**src/rtl/aes_mask_arbiter.sv**
```systemverilog
//----------------------------------------------------------------------------
// aes_mask_arbiter
//
// Shares one aes_mask engine between two requesters. Grants are round-robin.
// The granted requester's operands are latched. A one-cycle init/next pulse
// is sent to the engine. The arbiter then waits for engine ready, with a
// timeout. Finally a one-cycle done pulse goes back to the owner.
//
// Ports:
//   clk, reset_n              clock, asynchronous active-low reset
//   req0/1                    command request (level, held until doneX)
//   cmd0/1                    1 = init (key load), 0 = next (block)
//   key0/1, keylen0/1         key and key length (0 = AES-128, 1 = AES-256)
//   block0/1                  data block
//   done0/1                   one-cycle completion pulse per requester
//   result                    result of the last successful command
//   error                     one-cycle timeout flag, coincident with doneX
//   busy                      high whenever the sequencer is not idle
//   mask_init, mask_next      one-cycle command pulses to the engine
//   mask_key, mask_keylen,
//   mask_block                latched operands, stable from ISSUE to DONE
//   mask_result, mask_ready   engine result and ready
//
// Parameter constraints: TIMEOUT in 2..255 and 2**CTR_W > TIMEOUT.
//----------------------------------------------------------------------------
module aes_mask_arbiter #(
   parameter int unsigned TIMEOUT = 64,
   parameter int unsigned CTR_W   = 8
) (
   input  logic         clk,
   input  logic         reset_n,
   input  logic         req0,
   input  logic         cmd0,
   input  logic [127:0] key0,
   input  logic         keylen0,
   input  logic [127:0] block0,
   output logic         done0,
   input  logic         req1,
   input  logic         cmd1,
   input  logic [127:0] key1,
   input  logic         keylen1,
   input  logic [127:0] block1,
   output logic         done1,
   output logic [127:0] result,
   output logic         error,
   output logic         busy,
   output logic         mask_init,
   output logic         mask_next,
   output logic [127:0] mask_key,
   output logic         mask_keylen,
   output logic [127:0] mask_block,
   input  logic [127:0] mask_result,
   input  logic         mask_ready
);

   typedef enum logic [1:0] {
      ST_IDLE,
      ST_ISSUE,
      ST_WAIT,
      ST_DONE
   } state_t;

   localparam logic [CTR_W-1:0] CTR_LAST = CTR_W'(TIMEOUT - 1);

   state_t           state;
   state_t           state_nxt;
   logic [CTR_W-1:0] ctr;
   logic             grant_id;
   logic             last_grant;
   logic             op_cmd;
   logic             timeout_flag;

   logic             grant_valid;
   logic             grant_sel;
   logic             wait_ready;
   logic             wait_expire;

   // Arbitration. A lone request wins outright. A tie goes to the requester
   // that was not served last.
   always_comb begin
      // NOTE: every always_comb output gets a default first. A path that
      // leaves a signal unassigned would otherwise infer a latch.
      grant_valid = req0 | req1;
      grant_sel   = 1'b0;
      if (req0 && req1) begin
         grant_sel = ~last_grant;
      end else if (req1) begin
         grant_sel = 1'b1;
      end
   end

   // The first WAIT cycle is blanking, so ready is only honoured from
   // counter 1 onward. Ready outranks expiry in the same cycle.
   assign wait_ready  = (ctr != '0) && mask_ready;
   assign wait_expire = (ctr == CTR_LAST);

   always_comb begin
      state_nxt = state;
      unique case (state)
         ST_IDLE:  if (grant_valid) state_nxt = ST_ISSUE;
         ST_ISSUE: state_nxt = ST_WAIT;
         ST_WAIT:  if (wait_ready || wait_expire) state_nxt = ST_DONE;
         ST_DONE:  state_nxt = ST_IDLE;
         default:  state_nxt = ST_IDLE;
      endcase
   end

   always_ff @(posedge clk or negedge reset_n) begin
      // NOTE: sequential state uses non-blocking assignments only. This keeps
      // every flop sampling pre-edge values, whatever the statement order.
      if (!reset_n) state <= ST_IDLE;
      else          state <= state_nxt;
   end

   always_ff @(posedge clk or negedge reset_n) begin
      if (!reset_n) begin
         // NOTE: the wide operand and result registers are reset as well.
         // A reset mid-command must leave nothing of the aborted operation
         // visible on the outputs.
         ctr          <= '0;
         grant_id     <= 1'b0;
         last_grant   <= 1'b1;
         op_cmd       <= 1'b0;
         timeout_flag <= 1'b0;
         result       <= '0;
         mask_key     <= '0;
         mask_keylen  <= 1'b0;
         mask_block   <= '0;
      end else begin
         unique case (state)
            ST_IDLE: begin
               if (grant_valid) begin
                  grant_id    <= grant_sel;
                  op_cmd      <= grant_sel ? cmd1    : cmd0;
                  mask_key    <= grant_sel ? key1    : key0;
                  mask_keylen <= grant_sel ? keylen1 : keylen0;
                  mask_block  <= grant_sel ? block1  : block0;
               end
            end
            ST_ISSUE: begin
               ctr <= '0;
            end
            ST_WAIT: begin
               ctr <= ctr + 1'b1;
               if (wait_ready) begin
                  result       <= mask_result;
                  timeout_flag <= 1'b0;
               end else if (wait_expire) begin
                  timeout_flag <= 1'b1;
               end
            end
            ST_DONE: begin
               last_grant <= grant_id;
            end
            default: ;
         endcase
      end
   end

   // Outputs decode directly from the state register, so all of them read
   // zero as soon as reset forces the state back to IDLE.
   assign busy      = (state != ST_IDLE);
   assign mask_init = (state == ST_ISSUE) &&  op_cmd;
   assign mask_next = (state == ST_ISSUE) && !op_cmd;
   assign done0     = (state == ST_DONE)  && !grant_id;
   assign done1     = (state == ST_DONE)  &&  grant_id;
   assign error     = (state == ST_DONE)  &&  timeout_flag;

endmodule

```
**config.mk**
```make
export PLATFORM = sky130hd
export DESIGN_NAME = aes_mask_arbiter
export DESIGN_NICKNAME = d
export VERILOG_FILES = /design/src/rtl/aes_mask_arbiter.sv
export SDC_FILE = /design/constraint.sdc
export NUM_CORES = 1
export LEC_CHECK = 0
export BUFFER_PORTS_ARGS = -buffer_cell sky130_fd_sc_hd__clkbuf_2
export CORE_AREA = 3 3 398 400
export DETAILED_ROUTE_END_ITERATION = 10
export DIE_AREA = 0 0 401 403
export HOLD_SLACK_MARGIN = 0.12
export SETUP_SLACK_MARGIN = 0.1
export SLEW_MARGIN = 20
export SYNTH_ARGS = -nofsm -noshare
export SYNTH_HDL_FRONTEND = slang
export SYNTH_SLANG_ARGS = --single-unit
```
**constraint.sdc**
```tcl
create_clock -name clk -period 3.3 [get_ports clk]
set_clock_uncertainty 0.05 [all_clocks]
set_input_delay 0.33 -clock clk [delete_from_list [all_inputs] [get_ports clk]]
set_output_delay 0.33 -clock clk [all_outputs]
set_load 0.01 [all_outputs]
```
Yosys cells after proc, flatten, opt, wreduce, memory -nomap -nowiden

Index checks and enable logic that the tools add are counted.

$add $sub $neg: 1
Equal/unequal tests: 6
Muxes and demuxes: 12
Bitwise operators: 2
Reductions and logical operators: 19

Operators by type and width:

| cell                  | number |
|---|---|
| $mux W128             | 2 |
| $pmux W8 S2           | 1 |
| $add A8 B1 Y8 const B | 1 |
| $eq A8 B6 Y1 const B  | 1 |
| $pmux W2 S4           | 1 |
| $reduce_and A2 Y1     | 4 |
| $reduce_bool A8 Y1    | 1 |
| $logic_and A1 B1 Y1   | 7 |
| $mux W1               | 6 |
| $reduce_bool A2 Y1    | 3 |
| $eq A2 B2 Y1 const B  | 2 |
| $mux W2               | 2 |
| $ne A2 B2 Y1 const B  | 2 |
| $eq A2 B1 Y1 const B  | 1 |
| $logic_not A1 Y1      | 2 |
| $logic_not A2 Y1      | 1 |
| $logic_or A1 B1 Y1    | 1 |
| $not A1 Y1            | 1 |
| $or A1 B1 Y1          | 1 |

Register bits after elaboration: 399
Output and inout bits: 391
Logic and storage cells: 50

Logic depth before layout (Yosys ltp)

Gate-level depths: netlist of run 1.

Depth in word-level cells: 5
Mapped depth: 8

Least setup slack after synthesis of run 1

No wires, ideal clock.

Path type: reg-to-reg
Start point: register state[0]
End point: register result[0]
Library setup time: 125 ps
Arrival: 1683 ps
Path slack: 1442 ps
Cell stages (with the launch flop): 8
Buffers on the path: 3
Clock period less this slack: 1858 ps
Cells stage by stage: dfrtp_1 inv_1 ha_1 clkbuf_1 and2_4 buf_6 buf_6 mux2_4

Cells in the longest elaborated chain, start to end: 2

Ends and longest elaborated chain:

| element                     | line | source |
|---|---|---|
| from (decl)                 | 65   | `state_t state;` |
| from (signal assigned)      | 112  | `else state <= state_nxt;` |
| $eq A2 B2 Y1                | 130  | `unique case (state)` |
| $reduce_and A2 Y1 (no line) | -    |  |
| to (signal assigned)        | 146  | `result <= mask_result;` |
| to (decl)                   | 44   | `output logic [127:0] result,` |

No other way between the ends.
A chain may end at the register's enable or synchronous reset.

Final worst setup path of run 1

Start point: input req1
End point: register mask_key[37]

Cells in the longest elaborated chain, start to end: 3
Elaborated cells on any way between the ends: 6
Those cells by class: 3 x mux; 1 x bitwise; 2 x reduce/logical

Ends and longest elaborated chain:

| element                                               | line   | source |
|---|---|---|
| from (decl)                                           | 38     | `input logic req1,` |
| $mux W1 / $logic_and A1 B1 Y1 (equally long branches) | 87, 85 |  |
| $mux W1                                               | 85     | `if (req0 && req1) begin` |
| $mux W128                                             | 135    | `mask_key <= grant_sel ? key1 : key0;` |
| to (signal assigned)                                  | 135    |  |
| to (decl)                                             | 49     | `output logic [127:0] mask_key,` |

Parallel ways exist; a longest one is shown, timed or not.

==> results of run 1 <==
cells by family after synthesis:
logic type | after synthesis | synth area share [%]
flip-flops | 399 | 56.6
multiplexers | 389 | 25.3
AND/OR/NAND/NOR | 286 | 6.30
AO/OA/AOI/OAI | 276 | 7.99
buffers and inverters | 110 | 3.31
adder cells (fa/ha/maj) | 6 | 0.426
XOR/XNOR | 1 | 0.0497
metrics by stage:
| step | worst slack (ns) | cells | area [um2] |
|---|---|---|---|
| finish | 0.469 | 5239 | 33300 |
| global route | 0.435 | 5235 | 33300 |
| CTS | 0.664 | 5226 | 33200 |
| detailed placement | 1.03 | 4507 | 25400 |
| global placement | 1.08 | 4507 | 25400 |
| floorplan | 1.44 | 1467 | 17600 |
sequential cells by signal, indices dropped and copies added, names as in the netlist, 2 cells and up:
register / flops
mask_key: 128
result: 128
mask_block: 128
ctr: 8
state: 2
worst min-delay path by stage:
stage,start,endpoint,slack [ns]
floorplan,reset_n,ctr[0],-0.02
global placement,reset_n,result[113],0.38
detailed placement,reset_n,result[57],0.38
CTS,block0[118],mask_block[118],0.12
global route,block1[124],mask_block[124],0.16
finish,block1[124],mask_block[124],0.21
final cells by class:
cell class | instances | area [um2] | share of cell area [%]
sequential | 399 | 9990 | 30.0
clock inverter | 13 | 141 | 0.425
clock buffer | 67 | 1310 | 3.94
timing repair buffer | 1723 | 12100 | 36.4
inverter | 8 | 30.0 | 0.0902
multi-input combinational | 958 | 7090 | 21.3
antenna | 13 | 32.5 | 0.0978
tap | 2058 | 2570 | 7.74
layout by cell type, fill, tap and decap left out, types with 21 or more instances in the layout:
master	netlist	layout
buf_4	12	32
clkbuf_16	0	46
clkbuf_2	0	1038
dfrtp_1	398	398
dlygate4sd3_1	0	639
mux2_2	21	21
mux2_4	109	109
mux2i_1	259	259
nand2_1	264	264
o21ai_0	263	263
metal layers:
layer / wire length, um / share of wire [%] / global-route usage, %
met1: 38600 / 38 / 13.4
met3: 9320 / 9.2 / 4.32
met5: 58 / 0.057 / 0
met2: 47000 / 46 / 19.3
met4: 6680 / 6.6 / 7.38
critical path, stage by stage:
cell	delay, ns
dlygate4sd3_1	0.55
clkbuf_2	0.16
a21boi_4	0.23
buf_12	0.20
buf_12	0.28
buf_12	0.38
mux2i_1	0.29
dlygate4sd3_1	0.60
o21ai_0	0.08
power groups by stage:
stage / Sequential (mW) / Combinational, mW / Clock, mW
after floorplan: 9.62 / 4.13 / 0
after global placement: 8.77 / 10.7 / 0
after detailed placement: 8.86 / 10.9 / 0
after CTS: 8.81 / 11.8 / 5.34
after global routing: 9.11 / 12.6 / 5.48
final: 8.89 / 11.7 / 5.10
==> reports/metrics.cfg, run 1 <==
[logic_synthesis]
syn_nets=2122
ys_async_sr_fraction_pct=100
synth_warnings=0
synth_common_cells=dfrtp_1, nand2_1, o21ai_0
synth_area_per_cell_um2=12.0
synth_cell_type_count=34
synthCells=1467
synth_top_cells_by_area=dfrtp_1, mux2i_1, mux2_4
ys.flop_type=dfrtp_1
yosysTopAreaCell=dfrtp_1
synth.most_common_cell=dfrtp_1
synth_area_um2=17600
synth_top_cell_area_share_pct=56.5
synth-seq-cells=399
synth-edff-count=0
synth.yosys.seq_area_share_pct=56.6

[worst_hold_path]
hold_depth=4
hold_class=input port to flop

[clock_network]
clockBufferDepth=3
ctsHoldBuffers=639
cts_root_buf=clkbuf_16
clock-sinks=399
worstSkewPairLatency_ns=0.58
path_clk_slew_ns=0.06
htree_num_levels=2
cts-resized-gates=0
cts_tree=yes
post-cts-setup-buffer-count=0
cts-buffers-inserted=46

[critical_path]
rr_worst_depth=7
reg2reg_slack_ns=0.57
timing.rr.end=mask_key[37]
cp.arrival_ns=3.24
r2r_start=last_grant
critPathLaunch=req1
cp_max_fo=57
worstSetupPathType=input port to flop
worstPathRequired_ns=3.71
worstSetupStartpointType=input port
critPathCapture=mask_key[37]
endpoint_kind=flop

[floorplanning]
fp.dieArea_um2=162000
die_y_um=403
die_w_um=401
rows=145
core_area_um2=156000
ios=1040
start_util_pct=11.3

[power_and_ir_drop]
leakagePower_nw=16.3
power.switching_mw=10.4
p_total_mw=25.6
p_per_area_nw_per_um2=771
power_frac_seq_pct=34.7
p_comb_share_pct=45.4
clockPowerShare_pct=19.9
switching_share_pct=40.7
ir_worst_vdd_uv=328
p_int_mw=15.2

[grt]
grt_pass1_vias=19000
grt_overflow=0
antenna_found_initial=29
grt_max_degree=162
grt_pass1_wl_um=141000
grt.total_usage_pct=11.9

[job]
drv_cap=0

[timing]
finalSetupTns_ns=0
setup_viol=0
worstMarginPinSlew_ns=0.775
rsz0062_at_grt=false
max_freq_mhz=353
timing.final.crit_share_pct=85.8
holdWs_ns=0.211
post-route-min-period_ns=2.83
final_max_slew_viol_count=0
hold_violations=0
slew_headroom_pct=48.4

[placement]
port_buffers=1039
gp_congestion=0.921
post-dp-hpwl_um=78300

[cells_and_area]
fillCellCount=16700
fin_util_pct=21.4
fin_nets=3791
area_delta_synth_final_pct=88.6
drive_gt1_share_pct=40.6

[run_status]
status=finished, final reports clean

[detailed_routing]
vias_per_cell=3.50
routed_wl_um=102000
drc=0
vias=18300
antenna_left=0
wl_per_cell_um=19.4
first_pass_iters=7
drtIter0Drc=1390

(Power assumes the default switching activity.)
==> run 2, diff against run 1 <==
CORE_AREA = 3 3 406 408   (was 3 3 398 400)
CTS_CLUSTER_SIZE = 14   (was not set)
DIE_AREA = 0 0 409 411   (was 0 0 401 403)
SKIP_CTS_REPAIR_TIMING = 1   (was not set)
==> run 2 against run 1 <==
Net effect:
- global-route usage shrank 1.0 points
- critical endpoint is now mask_key[25]
- clock-buffer cell count grew 1
- fmax hardly changed
- non-clock buffer count fell by 22
- power increased by 0.78%
==> reports/metrics.cfg, run 2 (synthesis gave the netlist of run 1 again) <==
[floorplanning]
die_w_um=409  ; +2.0%
start_util_pct=10.9  ; -0.45 points
core_area_um2=162000  ; +4.1%
die_y_um=411  ; +2.0%
ios=1040  ; unchanged
fp.dieArea_um2=168000  ; +4.0%
rows=148  ; +2.1%

[cells_and_area]
largestRegisters=mask_block (128), mask_key (128), result (128)
fin_nets=3770  ; -0.55%
fin_util_pct=20.5  ; -0.87 points
regArea_um2=9990  ; unchanged
fillCellCount=17400  ; +4.6%
multi_input_area_um2=7090  ; unchanged
final_cell_mix=clkbuf_2, dlygate4sd3_1, dfrtp_1, nand2_1, o21ai_0
drive_gt1_share_pct=41.0  ; +0.49 points
area_delta_synth_final_pct=88.4
layout_commonest_cell=clkbuf_2

[power_and_ir_drop]
clockPowerShare_pct=19.9  ; about the same
p_per_area_nw_per_um2=778  ; +0.93%
power.switching_mw=10.7  ; +2.4%
power_frac_seq_pct=34.6  ; about the same
p_total_mw=25.8  ; +0.78%
leakagePower_nw=16.2  ; -0.48%
p_comb_share_pct=45.6  ; +0.2 points
switching_share_pct=41.3  ; +0.64 points
p_int_mw=15.2  ; -0.31%
ir_worst_vdd_uv=341  ; +3.8%

[timing]
slew_headroom_pct=43.2  ; -5.2 points
timing.final.crit_share_pct=85.8  ; about the same
finalSetupTns_ns=0  ; unchanged
post-route-min-period_ns=2.83  ; +0.00100 ns
final_max_slew_viol_count=0  ; unchanged
hold_violations=0  ; unchanged
max_freq_mhz=353  ; about the same
rsz0062_at_grt=false
worstMarginPinSlew_ns=0.853  ; +0.0780 ns
fin_ws_ns=0.468  ; -0.00100 ns
setup_viol=0  ; unchanged
holdWs_ns=0.0858  ; -0.125 ns

[detailed_routing]
vias=18500  ; +0.80%
wl_per_cell_um=19.9  ; +2.7%
antenna_left=0  ; unchanged
vias_per_cell=3.46  ; -1.1%
first_pass_iters=5  ; -2
routed_wl_um=107000  ; +4.7%
drc=0  ; unchanged
drtIter0Drc=1407  ; +1.2%

[critical_path]
endpoint_kind=flop
critPathCapture=mask_key[25]
cp_max_fo=54  ; -5.3%
cp.arrival_ns=3.23  ; about the same
worstPathRequired_ns=3.70  ; about the same
timing.rr.end=mask_key[25]
worstSetupPathType=flop to flop
critPathLaunch=last_grant
reg2reg_slack_ns=0.47  ; -0.10 ns
r2r_start=last_grant
rr_worst_depth=7  ; unchanged
worstSetupStartpointType=flop

[clock_network]
worstSkewPairLatency_ns=0.59  ; about the same
clock-sinks=399  ; unchanged
cts_tree=yes
path_clk_slew_ns=0.06  ; about the same
cts-buffers-inserted=47  ; +2.2%
clockBufferDepth=3  ; unchanged
htree_num_levels=2  ; unchanged
cts_root_buf=clkbuf_16

[placement]
port_buffers=1039  ; unchanged
post-place-ws_ns=0.875  ; -0.159 ns
gp_congestion=0.942  ; +2.3%
post-dp-hpwl_um=82900  ; +5.9%

[grt]
grt_pass1_wl_um=129000  ; -8.4%
grt_pass1_vias=15500  ; -19%
grt_max_degree=162  ; unchanged
grt.total_usage_pct=10.9  ; -1.0 points
grt_overflow=0  ; unchanged
antenna_found_initial=25  ; -14%

[job]
drv_cap=0  ; unchanged

[worst_hold_path]
hold_class=input port to flop

[run_status]
status=finished, final reports clean

==> run 2: cell count changes in the layout (fill, tap and decap cells not counted), moves of 2 or more <==
cell           delta
inv_6             +3
buf_4             +4
clkinvlp_4        +2
diode_2           +4
dlygate4sd3_1    -25
==> run 2: worst max-delay path: stages, from the launching register on <==
cell	delay, ns
dfstp_2	0.38
a21boi_4	0.22
buf_12	0.20
buf_12	0.33
buf_12	0.36
mux2i_1	0.29
dlygate4sd3_1	0.58
o21ai_0	0.07
==> run 2: through the flow <==
| step | area (um2) | cells |
|---|---|---|
| 2_1_floorplan | 17600 | 1467 |
| 3_3_place_gp | 25600 | 4627 |
| 3_5_place_dp | 25600 | 4627 |
| 4_1_cts | 27000 | 4711 |
| 5_1_grt | 33200 | 5340 |
| 6_report | 33200 | 5342 |
==> run 2: metal layers <==
metal	track usage, %	vias up	share of wire (%)
met3	2.76	223	7.4
met1	13.4	8966	39
met5	0	-	0.026
met4	4.59	4	4.6
li1	-	8398	-
met2	18.1	873	49
==> run 2: cell type report <==
type                            instances  area share, %
Multi-Input combinational cell        958           21.3
Clock buffer                           68           4.05
Inverter                                8         0.0904
Sequential cell                       399           30.1
Antenna cell                           17          0.128
Clock inverter                         16          0.422
Tap cell                             2175           8.19
Timing Repair Buffer                 1701           35.7
==> run 2: power groups by stage <==
stage | Combinational [mW] | Sequential, mW | Clock, mW
after global placement | 10.9 | 8.80 | 0
after global routing | 12.7 | 9.15 | 5.51
final | 11.8 | 8.93 | 5.14
after floorplan | 4.13 | 9.62 | 0
after CTS | 11.1 | 8.84 | 5.34
after detailed placement | 11.1 | 8.88 | 0
==> run 2: worst min-delay path by stage <==
stage	end	slack, ns	from	cells after the start
finish	mask_block[70]	0.09	block0[70]	3
global route	mask_block[74]	0.12	block1[74]	3
CTS	result[117]	-0.32	reset_n	1
detailed placement	result[117]	0.37	reset_n	1
global placement	mask_key[89]	0.36	reset_n	1
floorplan	ctr[0]	-0.02	reset_n	0
